<file path="config.mk">
export PLATFORM = sky130hd
export DESIGN_NAME = fifo_arbiter
export DESIGN_NICKNAME = d
export VERILOG_FILES = /design/src/rtl/fifo_arb_pkg.sv /design/src/rtl/fifo.sv /design/src/rtl/fifo_arbiter.sv
export SDC_FILE = /design/constraint.sdc
export NUM_CORES = 1
export LEC_CHECK = 0
export CAP_MARGIN = 30
export CORE_MARGIN = 4
export CORE_UTILIZATION = 41
export DETAILED_ROUTE_END_ITERATION = 12
export PLACE_DENSITY = 0.67
export SETUP_SLACK_MARGIN = 0.05
export SYNTH_ARGS = -nofsm -noshare
export SYNTH_HDL_FRONTEND = slang
export SYNTH_SLANG_ARGS = --single-unit
</file>
<file path="constraint.sdc">
create_clock -name CLOCK_50 -period 7.55 [get_ports CLOCK_50]
set_input_delay 1.1325 -clock CLOCK_50 [delete_from_list [all_inputs] [get_ports CLOCK_50]]
set_output_delay 1.1325 -clock CLOCK_50 [all_outputs]
set_load 0.1 [all_outputs]
</file>
<file path="src/rtl/fifo_arb_pkg.sv">
// Shared definitions for the FIFO arbiter: operation encoding and the
// round-robin writer selection helper.
package fifo_arb_pkg;

  localparam int MAX_REQ = 8;

  localparam logic [1:0] OP_NONE  = 2'd0;
  localparam logic [1:0] OP_WRITE = 2'd1;
  localparam logic [1:0] OP_READ  = 2'd2;

  // First valid index strictly after ptr, wrapping modulo n; returns ptr if none valid.
  function automatic int unsigned rr_pick(input logic [MAX_REQ-1:0] valid,
                                          input int unsigned ptr,
                                          input int unsigned n);
    int unsigned pick;
    int unsigned idx;
    logic        found;
    pick  = ptr;
    found = 1'b0;
    for (int unsigned k = 1; k <= MAX_REQ; k++) begin
      idx = (ptr + k) % n;
      if (!found && (k <= n) && valid[idx[2:0]]) begin
        pick  = idx;
        found = 1'b1;
      end
    end
    return pick;
  endfunction

endpackage

</file>
<file path="src/rtl/fifo.sv">
// Circular-buffer FIFO with a registered head output. The occupancy
// count handles either a write or a read per cycle, not both.
module fifo #(
  parameter int ITEM_SIZE_BITS = 32,
  parameter int FIFO_SIZE      = 10
) (
  input  logic                         CLOCK_50,
  input  logic                         RST_N,
  input  logic                         write,
  input  logic                         read,
  input  logic [ITEM_SIZE_BITS-1:0]    data_in,
  output logic [ITEM_SIZE_BITS-1:0]    data_out,
  output logic                         full,
  output logic                         empty,
  output logic [$clog2(FIFO_SIZE)-1:0] count
);
  localparam int PW = $clog2(FIFO_SIZE);

  logic [ITEM_SIZE_BITS-1:0] r_mem [FIFO_SIZE];
  logic [PW-1:0]             r_wr_ptr;
  logic [PW-1:0]             r_rd_ptr;
  logic [PW-1:0]             r_count;
  logic [ITEM_SIZE_BITS-1:0] r_data_out;
  logic                      w_do_wr;
  logic                      w_do_rd;

  assign full     = (r_count == PW'(FIFO_SIZE));
  assign empty    = (r_count == '0);
  assign count    = r_count;
  assign data_out = r_data_out;
  assign w_do_wr  = write && !full;
  assign w_do_rd  = read && !write && !empty;

  always_ff @(posedge CLOCK_50) begin
    if (w_do_wr) r_mem[r_wr_ptr] <= data_in;
  end

  always_ff @(posedge CLOCK_50) begin
    if (!RST_N) begin
      r_wr_ptr   <= '0;
      r_rd_ptr   <= '0;
      r_count    <= '0;
      r_data_out <= '0;
    end else if (w_do_wr) begin
      r_wr_ptr <= (r_wr_ptr == PW'(FIFO_SIZE - 1)) ? '0 : r_wr_ptr + 1'b1;
      r_count  <= r_count + 1'b1;
    end else if (w_do_rd) begin
      r_data_out <= r_mem[r_rd_ptr];
      r_rd_ptr   <= (r_rd_ptr == PW'(FIFO_SIZE - 1)) ? '0 : r_rd_ptr + 1'b1;
      r_count    <= r_count - 1'b1;
    end
  end

endmodule

</file>
<file path="src/rtl/fifo_arbiter.sv">
// Round-robin arbiter sharing one fifo between NUM_REQ writers and one reader;
// issues at most one fifo operation per cycle, alternating under contention.
module fifo_arbiter
  import fifo_arb_pkg::*;
#(
  parameter int ITEM_SIZE_BITS = 32,
  parameter int FIFO_SIZE      = 10,
  parameter int NUM_REQ        = 4
) (
  input  logic                               CLOCK_50,
  input  logic                               RST_N,
  input  logic [NUM_REQ-1:0]                 req_valid,
  input  logic [NUM_REQ*ITEM_SIZE_BITS-1:0]  req_data,
  output logic [NUM_REQ-1:0]                 req_ready,
  output logic                               out_valid,
  output logic [ITEM_SIZE_BITS-1:0]          out_data,
  input  logic                               out_ready,
  output logic [$clog2(FIFO_SIZE+1)-1:0]     level,
  output logic [$clog2(NUM_REQ)-1:0]         last_grant
);
  localparam int GW = $clog2(NUM_REQ);
  localparam int LW = $clog2(FIFO_SIZE + 1);

  if ((FIFO_SIZE & (FIFO_SIZE - 1)) == 0) begin : g_bad_fifo_size
    $error("fifo_arbiter: FIFO_SIZE must not be a power of two");
  end
  if (NUM_REQ < 2 || NUM_REQ > MAX_REQ) begin : g_bad_num_req
    $error("fifo_arbiter: NUM_REQ must be in 2..8");
  end

  logic [GW-1:0]             r_rr_ptr;
  logic [GW-1:0]             r_last_grant;
  logic [1:0]                r_last_op;
  logic                      r_out_valid;
  logic                      w_full;
  logic                      w_empty;
  logic                      w_wr_ok;
  logic                      w_rd_ok;
  logic [1:0]                w_op;
  logic [GW-1:0]             w_grant;
  logic                      w_fifo_wr;
  logic                      w_fifo_rd;
  logic [NUM_REQ-1:0]        w_req_ready;
  logic [ITEM_SIZE_BITS-1:0] w_data_in;
  logic [LW-1:0]             w_count;

  // Reset gates eligibility so no strobe or ready escapes while RST_N is low.
  assign w_wr_ok = RST_N && (|req_valid) && !w_full;
  assign w_rd_ok = RST_N && !w_empty && (!r_out_valid || out_ready);
  assign w_grant = GW'(rr_pick(MAX_REQ'(req_valid), 32'(r_rr_ptr), NUM_REQ));

  always_comb begin
    w_op = OP_NONE;
    if (w_wr_ok && w_rd_ok) w_op = (r_last_op == OP_WRITE) ? OP_READ : OP_WRITE;
    else if (w_wr_ok)       w_op = OP_WRITE;
    else if (w_rd_ok)       w_op = OP_READ;
  end

  always_comb begin
    w_req_ready = '0;
    if (w_op == OP_WRITE) w_req_ready[w_grant] = 1'b1;
  end

  assign w_fifo_wr  = (w_op == OP_WRITE);
  assign w_fifo_rd  = (w_op == OP_READ);
  assign w_data_in  = req_data[w_grant*ITEM_SIZE_BITS +: ITEM_SIZE_BITS];
  assign req_ready  = w_req_ready;
  assign out_valid  = r_out_valid;
  assign level      = w_count;
  assign last_grant = r_last_grant;

  always_ff @(posedge CLOCK_50) begin
    if (!RST_N) begin
      r_rr_ptr     <= GW'(NUM_REQ - 1);
      r_last_grant <= '0;
      r_last_op    <= OP_READ;
      r_out_valid  <= 1'b0;
    end else begin
      if (w_fifo_wr) begin
        r_rr_ptr     <= w_grant;
        r_last_grant <= w_grant;
        r_last_op    <= OP_WRITE;
      end
      if (w_fifo_rd) begin
        r_last_op   <= OP_READ;
        r_out_valid <= 1'b1;
      end else if (r_out_valid && out_ready) begin
        r_out_valid <= 1'b0;
      end
    end
  end

  fifo #(
    .ITEM_SIZE_BITS(ITEM_SIZE_BITS),
    .FIFO_SIZE     (FIFO_SIZE)
  ) u_fifo (
    .CLOCK_50(CLOCK_50),
    .RST_N   (RST_N),
    .write   (w_fifo_wr),
    .read    (w_fifo_rd),
    .data_in (w_data_in),
    .data_out(out_data),
    .full    (w_full),
    .empty   (w_empty),
    .count   (w_count)
  );

  a_single_op: assert property (@(posedge CLOCK_50) !(w_fifo_wr && w_fifo_rd));

endmodule

</file>
==> results of run 1 <==
flip-flops by register name, indices dropped and copies added, names as in the netlist:
register         flops
u_fifo.r_mem       320
u_fifo.data_out     32
u_fifo.count         4
u_fifo.r_rd_ptr      4
u_fifo.r_wr_ptr      4
last_grant           2
r_last_op            2
r_rr_ptr             2
out_valid            1
worst max-delay path: stages:
cell and delay (ns):
sky130_fd_sc_hd__clkdlybuf4s50_1 0.58, sky130_fd_sc_hd__nand2b_1 0.12, sky130_fd_sc_hd__o21a_1 0.14, sky130_fd_sc_hd__o21ai_4 0.50
sky130_fd_sc_hd__buf_4 0.48, sky130_fd_sc_hd__and3_1 0.21, sky130_fd_sc_hd__clkdlybuf4s50_1 1.12
final timing paths:
check | startpoint | endpoint | slack, ns | depth (start not counted)
hold reg to reg | u_fifo.data_out[14] | u_fifo.data_out[14] | 0.45 | 2
setup / recovery | req_valid[1] | req_ready[0] | 2.10 | 7
hold / removal | u_fifo.data_out[14] | u_fifo.data_out[14] | 0.45 | 2
setup reg to reg | u_fifo.count[0] | u_fifo.r_mem[1][9] | 4.19 | 7
final cells by class:
type	instances	area (um2)
Tap cell	468	585.6
Inverter	7	26.28
Sequential cell	371	10640
Timing Repair Buffer	199	1932
Multi-Input combinational cell	399	4274
Clock inverter	17	220.2
Fill cell	2914	17790
Clock buffer	53	1059
power groups by stage:
stage	combinational [mW]	clock, mW	sequential, mW
after CTS	1.87	1.94	2.63
after global placement	1.84	0	2.67
final	1.85	1.90	2.63
after detailed placement	1.86	0	2.68
after global routing	1.96	2.03	2.65
after floorplan	0.860	0	3.22
through the flow:
| step | setup slack [ns] | utilization | std cells | hold WS (ns) | power [mW] |
|---|---|---|---|---|---|
| 2_1_floorplan | 1.822 | - | 830 | 0.4640 | 4.078 |
| 6_report | 2.102 | 0.5129 | 1514 | 0.4535 | 6.370 |
| 3_3_place_gp | 2.055 | 0.4779 | 1444 | 0.4478 | 4.517 |
| 5_1_grt | 1.922 | 0.5129 | 1514 | 0.4792 | 6.643 |
| 3_5_place_dp | 2.036 | 0.4779 | 1444 | 0.4505 | 4.538 |
| 4_1_cts | 2.034 | 0.5129 | 1514 | 0.4591 | 6.446 |
layout by cell type (no fill, tap or decap), types with 9 or more instances in the layout:
cell                              Yosys  final
sky130_fd_sc_hd__clkdlybuf4s50_1      0    176
sky130_fd_sc_hd__dfxtp_1             51     48
sky130_fd_sc_hd__edfxtp_1           320    320
sky130_fd_sc_hd__clkinv_2             0      9
sky130_fd_sc_hd__a21oi_1             10     10
sky130_fd_sc_hd__mux2i_1             38     38
sky130_fd_sc_hd__clkbuf_1            19     11
sky130_fd_sc_hd__o21ai_0             31     31
sky130_fd_sc_hd__clkbuf_16            0     39
sky130_fd_sc_hd__mux4_2              96     96
sky130_fd_sc_hd__mux2_2              32     32
sky130_fd_sc_hd__nor2_1              18     17
sky130_fd_sc_hd__o21ai_1             32     32
sky130_fd_sc_hd__nand2_1             49     49
sky130_fd_sc_hd__nand3_1             35     35
sky130_fd_sc_hd__buf_4                2     22
layer usage:
layer,vias to the layer above,GRT usage,part of all wire
li1,3717,-,-
met1,4118,0.2126,0.43
met2,222,0.2698,0.50
met3,36,0.03108,0.051
met4,0,0.03097,0.015
met5,-,0,0
cells by family (layout without fill, tap and decap cells):
family,Yosys count,in the layout,synth area share
buf+inv,60,276,0.02333
mux,166,166,0.1913
simple gates,129,129,0.04073
xor+xnor,3,3,0.001732
flops,371,371,0.7004
compound gates,98,98,0.03957
fa+ha+maj,3,3,0.002968
==> results.txt, run 1 <==
----------------------------------------------------
[Run status]
  Result of the run ... finished clean

[Power]
  Relative contribution of sequential cells to total power ... 0.412
  Total net switching power ... ~2 mW
  Switching power share of the total ... 0.3231
  Fraction of power consumed by combinational cells ... 0.290
  Total power per unit cell area ... 340.0 mW/mm2
  Clock power share ... 0.298
  Cell internal pwr ... 4.312 mW
  IR drop worst, VDD ... ~0.22 mV
  Leak pwr ... 5.954 nW

[Floorplanning]
  Overall die area ... 0.04016 mm2
  Overall die height ... 200.4 um
  Starting density of the core ... 0.4156
  Number of top-level pins ... 178
  Die Span X ... 200.4 um
  Number of cell rows ... 70
  Core ar. ... 0.03652 mm2

[Global route]
  Vias in the first global route ... 8343
  Global-route wire length before repair ... around 49000 um
  Global route total overflow ... 0
  Overall track demand over capacity in global routing ... 0.1575
  Antenna violations before repair ... 0
  Largest net degree at the start of global routing ... between 60 and 70

[Logic synthesis]
  Most repeated cell in the gate-level netlist after synthesis ... sky130_fd_sc_hd__edfxtp_1
  Count of warnings emitted by yosys ... 0
  Synth Area per Inst ... approximately 18 um2
  Number of cells produced by synthesis ... 830
  Post-synth top area share ... 0.6331
  Synth top area cells ... sky130_fd_sc_hd__edfxtp_1 (63%), sky130_fd_sc_hd__mux4_2 (14%), sky130_fd_sc_hd__dfxtp_1 (6.7%), sky130_fd_sc_hd__mux2i_1 (2.5%), sky130_fd_sc_hd__mux2_2 (2.4%)
  Number of flops mapped to enable cells by yosys ... 320
  Total of flip-flops plus latches after synthesis ... 371
  Async SR Flop Fraction ... 0
  Dominant register cell in the synthesized netlist ... sky130_fd_sc_hd__edfxtp_1
  Part of the Yosys area used for sequential elements ... 0.7004
  Post-synth cell types ... 46
  Top cells by count, synth ... sky130_fd_sc_hd__edfxtp_1 (320), sky130_fd_sc_hd__mux4_2 (96), sky130_fd_sc_hd__dfxtp_1 (51)
  Net count after synthesis ... 968
  Post-Synthesis Cell Area ... 0.01518 mm2
  Top cell type by total area after synthesis ... sky130_fd_sc_hd__edfxtp_1

[Timing]
  RSZ-0062 raised after global routing ... no
  Worst Tran Pin Value ... 1.017 ns
  Period minus WS final ... between 5 and 6 ns
  Final period util ... 0.7217
  Final setup vio count ... 0
  Final sum of negative setup slack ... 0 ns
  Final hold violation count ... 0
  Layout Skew ... 0.01522 ns
  Number of max-slew violations in the final report ... 0
  Worst max-slew margin expressed relative to the limit ... 0.3197
  Fmax ... 0.1835 GHz

[Final layout]
  Non-Filler Cell Area, Final ... 0.01873 mm2
  # nets final ... 1155
  Antenna fix cells ... 0
  P&R area growth vs syn ... 23.43%
  Proportion of layout cells with a drive suffix above 1 ... 0.2285

[Critical path]
  Worst Path Required ... 6.42 ns
  Worst-path maximum fanout ... 21
  Kind of launch point of the worst setup path ... input port
  CP endpoint kind ... output pin
  Path type of the worst setup path ... in -> out
  Worst EP arrival ... 4.32 ns

[CTS]
  Count of instances resized after the clock tree is built ... 0
  Clk Latency, worst-skew pair ... 0.51 ns
  Clock tree from TritonCTS ... yes
  Hold bufs inserted after CTS ... 0
  CTS Sinks ... 371
  Post-CTS setup buffers ... 0
  CTS H-tree lvls ... 2
  Clock Pin Slew Worst Setup and Hold Paths ... around 0.060 ns
  Longest Clk Path Bufs ... 3
  Clock buffers created by TritonCTS ... 39
  Buffer cell driving the clock tree root ... sky130_fd_sc_hd__clkbuf_16

[Place]
  Last weighted congestion value of the routability-driven placer ... 0.7296
  Number of port buffers ... 177
  Final HPWL from detailed placement ... 19250 um
  Cell area reported after detailed placement ... between 0.015 and 0.02 mm2

[Drt]
  Via count of the routed design ... 8093
  Total Routed Length ... 32310 um
  DR DRC count ... 0
  Detailed Routing Iterations Pass 1 ... 5
  Initial drt markers ... 625
  Mean routed wirelength per cell ... 21.34 um
  Number of routed nets with antenna violations ... 0
  Vias per cell ... 5.345

[Worst hold path]
  Worst hold path type ... reg -> reg

[Run]
  Max-capacitance violation count ... 0

----------------------------------------------------
(Power assumes the default switching activity.)
==> run 2, diff against run 1 <==
Settings changed: PLACE_DENSITY 0.67 to 0.69.
Clock period 7.55 ns to 4.65 ns, I/O delays scaled along.
==> results.txt, run 2 (same netlist as run 1, synthesis figures left out) <==
----------------------------------------------------
[Final layout]
  # nets final ... 1161 (+0.52%)
  Commonest cells after routing, fill and taps aside ... sky130_fd_sc_hd__edfxtp_1 (320), sky130_fd_sc_hd__clkdlybuf4s50_1 (172), sky130_fd_sc_hd__mux4_2 (96)
  Proportion of layout cells with a drive suffix above 1 ... 0.2310 (+0.002499)
  P&R area growth vs syn ... 24.59%
  Antenna fix cells ... 0 (unchanged)
  Fin util ... 0.5177 (+0.004831)
  Register with the most flip-flops ... u_fifo.r_mem
  Max reg flops ... 320 (unchanged)
  Most frequent standard cell in the layout excluding fill and tap cells ... sky130_fd_sc_hd__edfxtp_1

[CTS]
  CTS Sinks ... 371 (unchanged)
  CTS H-tree lvls ... 2 (unchanged)
  Clock tree from TritonCTS ... yes
  Clock Pin Slew Worst Setup and Hold Paths ... 0.06 ns (about the same)
  Post-CTS setup buffers ... 0 (unchanged)
  Longest Clk Path Bufs ... 3 (unchanged)
  Buffer cell driving the clock tree root ... sky130_fd_sc_hd__clkbuf_16
  Hold bufs inserted after CTS ... 0 (unchanged)
  Clk Latency, worst-skew pair ... 0.52 ns (about the same)
  Clock buffers created by TritonCTS ... 38 (-2.6%)
  Count of instances resized after the clock tree is built ... 0 (unchanged)

[Power]
  Overall power after layout ... 10.51 mW (+65%)
  IR drop worst, VDD ... 0.3307 mV (+51%)
  Switching power share of the total ... 0.3198 (-0.003290)
  Leak pwr ... 6.039 nW (+1.4%)
  Fraction of power consumed by combinational cells ... 0.291 (about the same)
  Cell internal pwr ... 7.147 mW (+66%)
  Clock power share ... 0.303 (+0.005)
  Total net switching power ... 3.361 mW (+63%)
  Total power per unit cell area ... 555.7 mW/mm2 (+63%)
  Relative contribution of sequential cells to total power ... 0.407 (-0.005)

[Timing]
  RSZ-0062 raised after global routing ... no
  Number of max-slew violations in the final report ... 0 (unchanged)
  Final period util ... 0.7346
  Final hold violation count ... 0 (unchanged)
  Worst Tran Pin Value ... 1.023 ns (+0.006029 ns)
  Period minus WS final ... roughly 3.4 ns
  Fmax ... 0.2928 GHz
  Worst max-slew margin expressed relative to the limit ... 0.3157 (-0.004032)
  Final setup vio count ... 0 (unchanged)
  Layout Skew ... 0.01648 ns (+0.001258 ns)

[Floorplanning]
  Die Span X ... 200.4 um (unchanged)
  Core ar. ... 0.03652 mm2 (unchanged)
  Number of top-level pins ... 178 (unchanged)
  Overall die area ... 0.04016 mm2 (unchanged)
  Number of cell rows ... 70 (unchanged)
  Starting density of the core ... 0.4156 (unchanged)
  Overall die height ... 200.4 um (unchanged)

[Critical path]
  Worst-path maximum fanout ... 20 (-4.8%)
  Worst Path Required ... 3.95 ns (-2.47 ns)
  CP endpoint kind ... output pin
  Max stage delay on crit path ... 0.62 ns (-0.50 ns)
  Path type of the worst setup path ... in -> out
  Worst EP arrival ... 2.72 ns (-1.60 ns)
  Critical path's slowest cell ... sky130_fd_sc_hd__o21ai_4
  Worst path cell trace ... clkdlybuf4s50_1, nand2b_1, o21a_1, o21ai_4, nand2b_1, nor2_1, buf_4
  Kind of launch point of the worst setup path ... input port
  Most used cell, CP ... sky130_fd_sc_hd__nand2b_1

[Global route]
  Vias in the first global route ... 8716 (+4.5%)
  Overall track demand over capacity in global routing ... 0.1629 (+0.005421)
  Global route total overflow ... 0 (unchanged)
  Largest net degree at the start of global routing ... 65 (unchanged)
  Global-route wire length before repair ... 51160 um (+3.5%)
  Antenna violations before repair ... 0 (unchanged)

[Drt]
  Number of routed nets with antenna violations ... 0 (unchanged)
  Total Routed Length ... 33400 um (+3.4%)
  Detailed Routing Iterations Pass 1 ... 5 (unchanged)
  Mean routed wirelength per cell ... 21.98 um (+3.0%)
  Via count of the routed design ... 8380 (+3.5%)
  Initial drt markers ... 650 (+4.0%)
  Vias per cell ... 5.513 (+3.1%)
  DR DRC count ... 0 (unchanged)

[Place]
  Last weighted congestion value of the routability-driven placer ... 0.7689 (+5.4%)
  Number of port buffers ... 177 (unchanged)
  Final HPWL from detailed placement ... 20440 um (+6.2%)

[Run status]
  Result of the run ... finished clean

[Run]
  Max-capacitance violation count ... 0 (unchanged)

[Worst hold path]
  Worst hold path type ... reg -> reg

----------------------------------------------------
[run 2: changes by cell type in the layout (fill, tap and decap cells not counted), sizes merged]
| cell | delta |
|---|---|
| clkinv | +4 |
| bufinv | +3 |
| clkbuf | -8 |
| buf | +11 |
| clkdlybuf4s50 | -4 |
[run 2: power by group through the flow]
| stage | sequential [mW] | combinational [mW] | clock [mW] |
|---|---|---|---|
| 2_1_floorplan | 5.23 | 1.40 | 0 |
| 3_3_place_gp | 4.37 | 3.00 | 0 |
| 3_5_place_dp | 4.37 | 3.05 | 0 |
| 4_1_cts | 4.31 | 3.06 | 3.23 |
| 5_1_grt | 4.31 | 3.24 | 3.37 |
| 6_report | 4.27 | 3.05 | 3.18 |
[run 2: through the flow]
stage	TNS (ns)	cell area, um2	hold WS, ns	cells	setup WS (ns)
floorplan	-90.50	15180	0.4640	830	-0.9321
global placement	0	17540	0.4473	1449	1.107
detailed placement	0	17570	0.4500	1450	1.075
CTS	0	18880	0.4581	1519	1.190
global route	0	18910	0.4881	1520	1.115
finish	0	18910	0.4550	1520	1.234
[run 2: cell type report]
class	instances	area, um2
clock inverter	24	312.8
clock buffer	45	998.5
inverter	7	26.28
multi-input combinational	399	4283
timing repair buffer	206	2064
tap	468	585.6
fill	2879	17610
sequential	371	10640
[run 2: critical path: cells and delay by family]
kind / cells / cell delay [ns]
buf+inv: 2 / 0.83
compound gates: 2 / 0.76
simple gates: 3 / 0.43
[run 2: metal layers]
metal	wire (um)	track usage	vias to the layer above
li1	-	-	3738
met1	14070	0.2168	4316
met2	16970	0.2802	279
met3	1794	0.02914	47
met4	573	0.04154	0
met5	0	0	-
[run 2: path summary, 6_finish.rpt]
kind / slack, ns / cells after the start / endpoint / startpoint
min reg2reg: 0.45 / 2 / u_fifo.data_out[11] / u_fifo.data_out[11]
min: 0.45 / 2 / u_fifo.data_out[11] / u_fifo.data_out[11]
max: 1.23 / 7 / req_ready[3] / req_valid[1]
max reg2reg: 1.68 / 7 / u_fifo.r_mem[1][21] / u_fifo.count[0]
==> run 3, diff against run 2 <==
Clock period 4.65 ns to 3.1 ns, I/O delays scaled along.
==> results.txt, run 3 (same netlist as run 1, synthesis figures left out) <==
----------------------------------------------------
[Place]
  Final HPWL from detailed placement ... 20880 um (+2.2%)
  Number of port buffers ... 177 (unchanged)
  Last weighted congestion value of the routability-driven placer ... 0.7784 (+1.2%)

[Floorplanning]
  Number of top-level pins ... 178 (unchanged)
  Overall die area ... 0.04016 mm2 (unchanged)
  Die Span X ... 200.4 um (unchanged)
  Overall die height ... 200.4 um (unchanged)
  Core ar. ... 0.03652 mm2 (unchanged)
  Number of cell rows ... 70 (unchanged)
  Starting density of the core ... 0.4156 (unchanged)

[Critical path]
  CP endpoint kind ... output pin
  Reg-to-reg critical path startpoint ... u_fifo.count[0]
  Max stage delay on crit path ... 0.46 ns (-0.16 ns)
  Worst path cell trace ... nand2b_1, o21ai_1, a221oi_4, buf_12, nand2_1, nor2_2, buf_12
  R2r endpoint ... u_fifo.r_mem[0][5]
  Worst setup path start ... r_rr_ptr[0]
  Worst Path Required ... 2.63 ns (-1.32 ns)
  Most used cell, CP ... sky130_fd_sc_hd__buf_12
  R2R depth ... 7 (unchanged)
  Family with the most delay on the worst path ... buffers and inverters
  Worst EP arrival ... 2.33 ns (-0.39 ns)
  Reg-to-reg slack, setup ... 0.65 ns (-1.03 ns)
  CP Buf/Inv Count ... 2 (unchanged)
  Path type of the worst setup path ... reg -> out
  Worst-path maximum fanout ... 35 (+75%)
  Kind of launch point of the worst setup path ... register
  Critical path's slowest cell ... sky130_fd_sc_hd__dfxtp_1

[Timing]
  Final hold violation count ... 0 (unchanged)
  Final sum of negative setup slack ... 0 ns (unchanged)
  Period minus WS final ... 2.794 ns
  Final setup vio count ... 0 (unchanged)
  Layout Skew ... 0.01279 ns (-0.003690 ns)
  Worst Hold Slack ... 0.3342 ns (-0.1207 ns)
  Worst Tran Pin Value ... 0.8865 ns (-0.1367 ns)
  Fmax ... around 0.36 GHz
  Number of max-slew violations in the final report ... 0 (unchanged)
  Final period util ... 0.9011
  Worst max-slew margin expressed relative to the limit ... 0.4081 (+0.09244)
  RSZ-0062 raised after global routing ... no

[CTS]
  Buffer cell driving the clock tree root ... sky130_fd_sc_hd__clkbuf_16
  Clock Pin Slew Worst Setup and Hold Paths ... 0.06 ns (about the same)
  CTS Sinks ... 371 (unchanged)
  Clock tree from TritonCTS ... yes
  Count of instances resized after the clock tree is built ... 0 (unchanged)
  Hold bufs inserted after CTS ... 0 (unchanged)
  CTS H-tree lvls ... 2 (unchanged)
  Post-CTS setup buffers ... 0 (unchanged)
  Clock buffers created by TritonCTS ... 39 (+2.6%)
  Clk Latency, worst-skew pair ... 0.51 ns (about the same)
  Longest Clk Path Bufs ... 3 (unchanged)

[Global route]
  Largest net degree at the start of global routing ... 55 (-15%)
  Global route total overflow ... 0 (unchanged)
  Global-route wire length before repair ... 50890 um (-0.53%)
  Antenna violations before repair ... 0 (unchanged)
  Overall track demand over capacity in global routing ... 0.1614 (-0.001464)
  Vias in the first global route ... 8540 (-2.0%)

[Power]
  IR drop worst, VDD ... 0.5966 mV (+80%)
  Total power per unit cell area ... 812.5 mW/mm2 (+46%)
  Leak pwr ... 6.165 nW (+2.1%)

[Run]
  Max-capacitance violation count ... 0 (unchanged)

[Final layout]
  Proportion of layout cells with a drive suffix above 1 ... 0.2834 (+0.05244)
  Most frequent standard cell in the layout excluding fill and tap cells ... sky130_fd_sc_hd__edfxtp_1
  Antenna fix cells ... 0 (unchanged)
  Commonest cells after routing, fill and taps aside ... sky130_fd_sc_hd__edfxtp_1 (320), sky130_fd_sc_hd__clkdlybuf4s50_1 (133), sky130_fd_sc_hd__mux4_2 (96)
  Max reg flops ... 320 (unchanged)
  P&R area growth vs syn ... 25.35%
  # nets final ... 1172 (+0.95%)
  Register with the most flip-flops ... u_fifo.r_mem

[Drt]
  Mean routed wirelength per cell ... 21.68 um (-1.4%)
  Number of routed nets with antenna violations ... 0 (unchanged)
  Initial drt markers ... 573 (-12%)
  Vias per cell ... 5.417 (-1.7%)
  Total Routed Length ... 33170 um (-0.70%)
  DR DRC count ... 0 (unchanged)
  Via count of the routed design ... 8288 (-1.1%)
  Detailed Routing Iterations Pass 1 ... 5 (unchanged)

[Worst hold path]
  Worst hold path type ... in -> reg
  Worst hold path stage count ... 2 (unchanged)
  Endpoint, Worst Hold ... r_last_op[1]
  Min-delay src ... RST_N

[Run status]
  Result of the run ... finished clean

----------------------------------------------------
## run 3: cell count changes in the layout (fill, tap and decap cells not counted), sizes merged
cell / change
clkbuf: +5
clkinvlp: +1
clkdlybuf4s50: -39
bufinv: -4
clkinv: -2
buf: +49
## run 3: layout make-up
cell class                 count  area [um2]
tap                          468       585.6
timing repair buffer         216        2190
fill                        2870       17500
multi-input combinational    399        4329
clock inverter                19       198.9
inverter                       7       26.28
clock buffer                  50        1037
sequential                   371       10660
## run 3: worst max-delay path by stage
| stage | end | depth (start not counted) |
|---|---|---|
| floorplan | u_fifo.r_mem[3][0] | 6 |
| global placement | u_fifo.r_mem[0][28] | 8 |
| detailed placement | u_fifo.r_mem[0][7] | 8 |
| CTS | req_ready[2] | 7 |
| global route | req_ready[2] | 7 |
| finish | req_ready[2] | 7 |
## run 3: report_power, final
part,leakage (nW),switching (mW),internal (mW)
clock network,0.598,1.78,2.69
logic,2.24,3.03,1.61
registers,3.32,0.218,6.12
total,6.16,5.03,10.4
## run 3: per-layer routing
layer / track usage / part of all wire / vias to the layer above
li1: - / - / 3766
met1: 0.2242 / 0.44 / 4214
met2: 0.2692 / 0.49 / 262
met3: 0.02946 / 0.056 / 46
met4: 0.03638 / 0.019 / 0
met5: 0 / 0 / -
## run 3: worst reg2reg max path, cell delays in order (launching register included)
cell and delay (ns):
sky130_fd_sc_hd__dfxtp_4 0.37, sky130_fd_sc_hd__or3_1 0.41, sky130_fd_sc_hd__nand4_1 0.13, sky130_fd_sc_hd__and3_1 0.20
sky130_fd_sc_hd__inv_2 0.10, sky130_fd_sc_hd__or3_4 0.41, sky130_fd_sc_hd__nor3_4 0.19, sky130_fd_sc_hd__buf_4 0.31
## run 3: stage by stage
step / std cells / setup WS (ns) / total power, mW / util / cell area [um2]
after global routing: 1530 / 0.1523 / 16.12 / 0.5209 / 19020
after CTS: 1530 / 0.2594 / 15.62 / 0.5209 / 19020
final: 1530 / 0.3065 / 15.46 / 0.5209 / 19020
after floorplan: 830 / 0.05183 / 9.977 / - / 15310
after global placement: 1461 / 0.2271 / 11.07 / 0.4871 / 17790
after detailed placement: 1461 / 0.1661 / 11.13 / 0.4871 / 17790
